===== src/rtl/lx32_branch_pkg.sv =====
// Shared types for the LX32 branch resolution path: FSM states, predictor
// counter type and the saturating-counter update rule.
package lx32_branch_pkg;

  typedef enum logic {
    BP_IDLE     = 1'b0,
    BP_REDIRECT = 1'b1
  } bp_state_e;

  localparam int BHT_CTR_W = 2;

  typedef logic [BHT_CTR_W-1:0] bht_ctr_t;

  localparam bht_ctr_t BHT_RESET_VAL = 2'b01;

  // Saturating 2-bit counter step: toward 3 when taken, toward 0 otherwise.
  function automatic bht_ctr_t bht_next(input bht_ctr_t ctr, input logic taken);
    bht_ctr_t nxt;
    nxt = ctr;
    if (taken && ctr != 2'b11) begin
      nxt = ctr + 2'd1;
    end else if (!taken && ctr != 2'b00) begin
      nxt = ctr - 2'd1;
    end
    return nxt;
  endfunction

endpackage


===== src/rtl/branch_history_table.sv =====
// Bimodal predictor table: combinational lookup, one saturating update per
// cycle, every entry restored to weakly not-taken on reset.
module branch_history_table
  import lx32_branch_pkg::*;
#(
  parameter int DEPTH = 64,
  parameter int IDX_W = $clog2(DEPTH)
) (
  input  logic             clk,
  input  logic             rst,
  input  logic [IDX_W-1:0] rd_idx,
  output logic             rd_taken,
  input  logic             wr_en,
  input  logic [IDX_W-1:0] wr_idx,
  input  logic             wr_taken
);

  bht_ctr_t ctr_q [DEPTH];
  bht_ctr_t rd_ctr;

  // A same-cycle write to rd_idx lands on the edge, so lookups see the old value.
  assign rd_ctr   = ctr_q[rd_idx];
  assign rd_taken = rd_ctr[1];

  // NOTE: this array is reset on purpose; decode must see a defined prediction
  // after reset, so it is built from flops rather than an unresettable RAM.
  always_ff @(posedge clk or posedge rst) begin
    if (rst) begin
      for (int i = 0; i < DEPTH; i++) begin
        ctr_q[i] <= BHT_RESET_VAL;
      end
    end else if (wr_en) begin
      ctr_q[wr_idx] <= bht_next(ctr_q[wr_idx], wr_taken);
    end
  end

endmodule


===== src/rtl/branch_resolve_ctrl.sv =====
// EX-stage branch resolution: mispredict detection, redirect handshake to
// fetch with front-end flush, predictor training and branch statistics.
module branch_resolve_ctrl
  import lx32_branch_pkg::*;
#(
  parameter int WIDTH     = 32,
  parameter int BHT_DEPTH = 64
) (
  input  logic             clk,
  input  logic             rst,
  input  logic             ex_valid,
  input  logic             ex_is_branch,
  input  logic             ex_is_jump,
  input  logic [WIDTH-1:0] ex_pc,
  input  logic [WIDTH-1:0] ex_target,
  input  logic             ex_pred_taken,
  input  logic             branch_taken,
  input  logic [WIDTH-1:0] id_pc,
  output logic             id_pred_taken,
  output logic             redirect_valid,
  output logic [WIDTH-1:0] redirect_pc,
  input  logic             redirect_ready,
  output logic             flush_front,
  output logic             stall_ex,
  output logic [31:0]      branch_cnt,
  output logic [31:0]      mispred_cnt
);

  localparam int IDX_W = $clog2(BHT_DEPTH);

  bp_state_e        state_q;
  logic             redirect_valid_q;
  logic [WIDTH-1:0] redirect_pc_q;
  logic             flush_q;
  logic             stall_q;
  logic [31:0]      branch_cnt_q, branch_cnt_d;
  logic [31:0]      mispred_cnt_q, mispred_cnt_d;

  logic             resolve;
  logic             actual;
  logic             mispredict;
  logic [WIDTH-1:0] correct_pc;

  // Wrong-path EX contents during REDIRECT are ignored by gating on IDLE.
  assign resolve    = ex_valid & (ex_is_branch | ex_is_jump) & (state_q == BP_IDLE);
  assign actual     = ex_is_jump | branch_taken;
  assign mispredict = resolve & (actual != ex_pred_taken);
  assign correct_pc = actual ? ex_target : ex_pc + WIDTH'(4);

  // Only the index bits of the decode PC address the table.
  logic unused_id_pc;
  assign unused_id_pc = ^{id_pc[WIDTH-1:IDX_W+2], id_pc[1:0]};

  branch_history_table #(
    .DEPTH (BHT_DEPTH),
    .IDX_W (IDX_W)
  ) u_bht (
    .clk      (clk),
    .rst      (rst),
    .rd_idx   (id_pc[IDX_W+1:2]),
    .rd_taken (id_pred_taken),
    .wr_en    (resolve & ex_is_branch),
    .wr_idx   (ex_pc[IDX_W+1:2]),
    .wr_taken (branch_taken)
  );

  // NOTE: next-state logic assigns defaults before any condition so no path
  // leaves a variable unassigned, which would otherwise infer a latch.
  always_comb begin
    branch_cnt_d  = branch_cnt_q;
    mispred_cnt_d = mispred_cnt_q;
    if (resolve) begin
      branch_cnt_d = branch_cnt_q + 32'd1;
    end
    if (mispredict) begin
      mispred_cnt_d = mispred_cnt_q + 32'd1;
    end
  end

  // NOTE: sequential state uses non-blocking assignments so every register
  // samples pre-edge values regardless of statement order.
  always_ff @(posedge clk or posedge rst) begin
    if (rst) begin
      state_q          <= BP_IDLE;
      redirect_valid_q <= 1'b0;
      redirect_pc_q    <= '0;
      flush_q          <= 1'b0;
      stall_q          <= 1'b0;
    end else begin
      case (state_q)
        BP_IDLE: begin
          if (mispredict) begin
            state_q          <= BP_REDIRECT;
            redirect_valid_q <= 1'b1;
            redirect_pc_q    <= correct_pc;
            flush_q          <= 1'b1;
            stall_q          <= 1'b1;
          end
        end
        BP_REDIRECT: begin
          if (redirect_ready) begin
            state_q          <= BP_IDLE;
            redirect_valid_q <= 1'b0;
            flush_q          <= 1'b0;
            stall_q          <= 1'b0;
          end
        end
        default: begin
          state_q          <= BP_IDLE;
          redirect_valid_q <= 1'b0;
          flush_q          <= 1'b0;
          stall_q          <= 1'b0;
        end
      endcase
    end
  end

  always_ff @(posedge clk or posedge rst) begin
    if (rst) begin
      branch_cnt_q  <= '0;
      mispred_cnt_q <= '0;
    end else begin
      branch_cnt_q  <= branch_cnt_d;
      mispred_cnt_q <= mispred_cnt_d;
    end
  end

  assign redirect_valid = redirect_valid_q;
  assign redirect_pc    = redirect_pc_q;
  assign flush_front    = flush_q;
  assign stall_ex       = stall_q;
  assign branch_cnt     = branch_cnt_q;
  assign mispred_cnt    = mispred_cnt_q;

endmodule


===== config.mk =====
export PLATFORM = sky130hd
export DESIGN_NAME = branch_resolve_ctrl
export DESIGN_NICKNAME = d
export VERILOG_FILES = /design/src/rtl/lx32_branch_pkg.sv /design/src/rtl/branch_history_table.sv /design/src/rtl/branch_resolve_ctrl.sv
export SDC_FILE = /design/constraint.sdc
export NUM_CORES = 1
export LEC_CHECK = 0
export CORE_ASPECT_RATIO = 0.6
export CORE_UTILIZATION = 48
export CTS_CLUSTER_SIZE = 10
export DETAILED_ROUTE_END_ITERATION = 12
export HOLD_SLACK_MARGIN = 0.1
export PLACE_DENSITY_LB_ADDON = 0.12
export SETUP_SLACK_MARGIN = 0.4
export SYNTH_ARGS = -nofsm -noshare
export SYNTH_HDL_FRONTEND = slang
export SYNTH_SLANG_ARGS = --single-unit

===== constraint.sdc =====
create_clock -name clk -period 8.35 [get_ports clk]
set_clock_uncertainty 0.2 [all_clocks]
set_input_delay 2.505 -clock clk [delete_from_list [all_inputs] [get_ports clk]]
set_output_delay 2.505 -clock clk [all_outputs]
set_load 0.05 [all_outputs]

==> key figures <==
Detailed routing
  • Vias/cell: 5.629
  • Mean routed wirelength per cell: 20.39 µm
  • DRT Pass-1 Iters: 5
  • Routed WL: 33010 µm
  • DR vias: 9114
  • Routed Antenna Nets: 0
  • Iter 0 DRT Violations: 789
  • DRC: 0

Layout
  • Final std cells w/o fill: 1619
  • Final instance area: 0.01460 mm²
  • Fin nets: 1393
  • Area grow syn2layout: 23.85%
  • Util after Layout: 61.94%
  • Share of cells above drive strength 1: 17.88%

Synth
  • Prevailing post-synth register cell: dfrtp_1
  • Synth Instances: 1122
  • Syn nets: 1231
  • Syn_area_per_cell: 10.50 µm²
  • Distinct cells, synth: 59
  • Ys Warns: 0
  • Yosys reg bits: 226
  • Yosys top cell area share: 34.40%
  • Syn Std Cell Area: 0.01179 mm²
  • Area leader, netlist: dfrtp_1
  • Seq/Total Area, Yosys: 48.67%
  • Post-synth EDFFs: 0
  • Synth top area cells: dfrtp_1 (34%), dfstp_2 (14%), mux2_2 (6.9%), mux4_2 (6.5%), nand2_1 (6.2%)
  • Synth async-reset ratio: 100.0%

Timing
  • RSZ-0062 raised after global routing: no
  • Setup TNS: 0 ps
  • Max-slew violations: 0
  • Final worst path period need: 7774 ps
  • Final setup vio count: 0
  • Worst-Margin Slew: 1142 ps
  • Final Hold Fails: 0
  • Period utilization: 93.10%
  • Worst slew margin: 23.56%
  • Highest clock rate: 0.1286 GHz

Clock network
  • H-tree Lvls: 1
  • PostCTS Resize Cnt: 0
  • Clk pin slew, worst setup/hold paths: 60 ps
  • Num CTS Buffers: 26
  • CTS Sinks: 226
  • Post-CTS Hold Fix Bufs: 0
  • Max Root-Sink Buffers: 3
  • Setup Buffers After CTS: 0
  • Clock root cell: clkbuf_16
  • CTS tree: yes
  • Insertion delay to the later sink of the worst-skew pair: 540 ps

Global routing
  • Gr usage total: 26.79%
  • Vias in the first global route: 8917
  • Initial antenna violation count: 0
  • Global-route wire length before repair: 51450 µm
  • Grt total ovfl: 0
  • Largest net degree at the start of global routing: 173

Placed design
  • Dpl cell area: 0.01383 mm²
  • Placer Congestion: 0.9176
  • Dpl hpwl: 23170 µm
  • I/O Buffers: 177
  • # placed instances: 1571

Hold path
  • Worst Hold Class: register to register

Floorplan
  • Die area: 0.02520 mm²
  • Ports: 204
  • Initial Util: 50.01%
  • Die Y: 123.4 µm
  • Area of the core: 0.02357 mm²
  • Die W: 204.3 µm
  • Rows: 43

Critical path
  • Critical Path End Type: primary output
  • Critical path type: input port to primary output
  • CP Data Arrival Time: 5070 ps
  • CP max FO: 16
  • WP data required: 5640 ps
  • Worst Setup Start Kind: input port

Run status
  • Status: complete, no violations

Run
  • MaxCap Viol Count: 0

Pwr
  • Worst VDD drop: 0.1416 mV
  • Power density cells: 221.5 mW/mm²
  • Leakage: 6.001 nW
==> cells in the final DEF, fill, tap and decap left out, drive strengths merged, types with 5 or more instances in the layout <==
cell type,Yosys,final
clkdlybuf4s50,0,173
nand2,196,196
o21ai,100,100
and4,7,7
xnor2,58,58
dfrtp,162,162
inv,24,23
nand3,41,41
nor2b,7,7
mux4,34,34
ha,5,5
a211oi,6,6
or2,6,6
nand2b,14,14
and3,13,13
nor4,5,5
mux2i,40,40
o31ai,11,11
nor3,17,17
nand4,14,14
and2,5,5
mux2,73,73
buf,35,21
xor2,30,30
dfstp,64,64
clkbuf,25,47
a21oi,18,18
nor2,65,65
==> layer usage <==
layer	up-vias	part of all wire [%]	track usage, %
li1	4280	-	-
met1	4453	48	40.93
met2	326	42	37.16
met3	55	8.7	8.092
met4	0	1.8	5.364
met5	-	0	0
==> registers in the layout, summed over array words and instances, names as in the netlist <==
register     flops
mispred_cnt     32
stall_ex         1
redirect_pc     32
branch_cnt      32
u_bht.ctr_q    128
state_q          1
==> synthesized netlist by cell type (11+ instances only) <==
master,n
dfrtp_1,162
dfstp_2,64
nand4_1,14
o21ai_1,56
o31ai_1,11
a21oi_1,18
xor2_1,29
mux2i_1,40
and3_1,13
nand2_1,196
nand2b_1,14
mux2_2,72
inv_1,24
nor3_1,17
xnor2_1,58
o21ai_0,44
clkbuf_1,25
buf_2,19
nor2_1,65
nand3_1,41
mux4_2,34
==> worst max-delay path: stages <==
cell	delay, ps
clkdlybuf4s50_1	450
buf_4	320
mux4_2	610
mux4_2	480
mux4_2	480
buf_4	210
==> cell type report <==
cell class | count | area [µm²]
Fill cell | 1991 | 8970
Sequential cell | 226 | 5736
Multi-Input combinational cell | 812 | 5714
Timing Repair Buffer | 194 | 1894
Clock buffer | 47 | 760.7
Tap cell | 315 | 394.1
Inverter | 24 | 93.84
Antenna cell | 1 | 2.502
==> path summary, 6_finish.rpt <==
kind	start	endpoint	slack, ps	depth (start not counted)
setup / recovery	id_pc[2]	id_pred_taken	580	6
hold / removal	u_bht.ctr_q[94]$_DFFE_PP1P_	u_bht.ctr_q[94]$_DFFE_PP1P_	260	2
setup reg to reg	u_bht.ctr_q[106]$_DFFE_PP1P_	u_bht.ctr_q[107]$_DFFE_PP0P_	4290	11
hold reg to reg	u_bht.ctr_q[94]$_DFFE_PP1P_	u_bht.ctr_q[94]$_DFFE_PP1P_	260	2
max in group asynchronous	rst	branch_cnt[5]$_DFFE_PP0P_	4410	3
min in group asynchronous	rst	mispred_cnt[21]$_DFFE_PP0P_	2180	2
==> cells by family (layout without fill, tap and decap cells) <==
logic type | after synthesis | count (layout) | share of synthesized area [%]
multiplexers | 147 | 147 | 16.87
flip-flops | 226 | 226 | 48.67
XOR/XNOR | 88 | 88 | 6.604
AND/OR/NAND/NOR | 403 | 403 | 15.52
other | 0 | 1 | 0
AO/OA/AOI/OAI | 169 | 169 | 8.642
adder cells (fa/ha/maj) | 5 | 5 | 0.5308
buffers and inverters | 84 | 265 | 3.164
==> metrics by stage <==
stage | worst slack, ps | hold slack, ps | power (mW)
after global placement | 581.3 | 248.6 | 2.182
final | 576.1 | 259.1 | 3.233
after floorplan | 569.5 | 240.7 | 1.888
after CTS | 575.2 | 260.9 | 3.258
after global routing | 457.3 | 275.9 | 3.371
after detailed placement | 575.2 | 252.5 | 2.196
==> power breakdown <==
group | leakage, nW | internal (mW) | switching, mW
logic | 2.81 | 0.297 | 0.535
registers | 2.83 | 1.25 | 0.103
clock network | 0.362 | 0.608 | 0.444
Note: power is estimated with default switching activity, not from simulation.
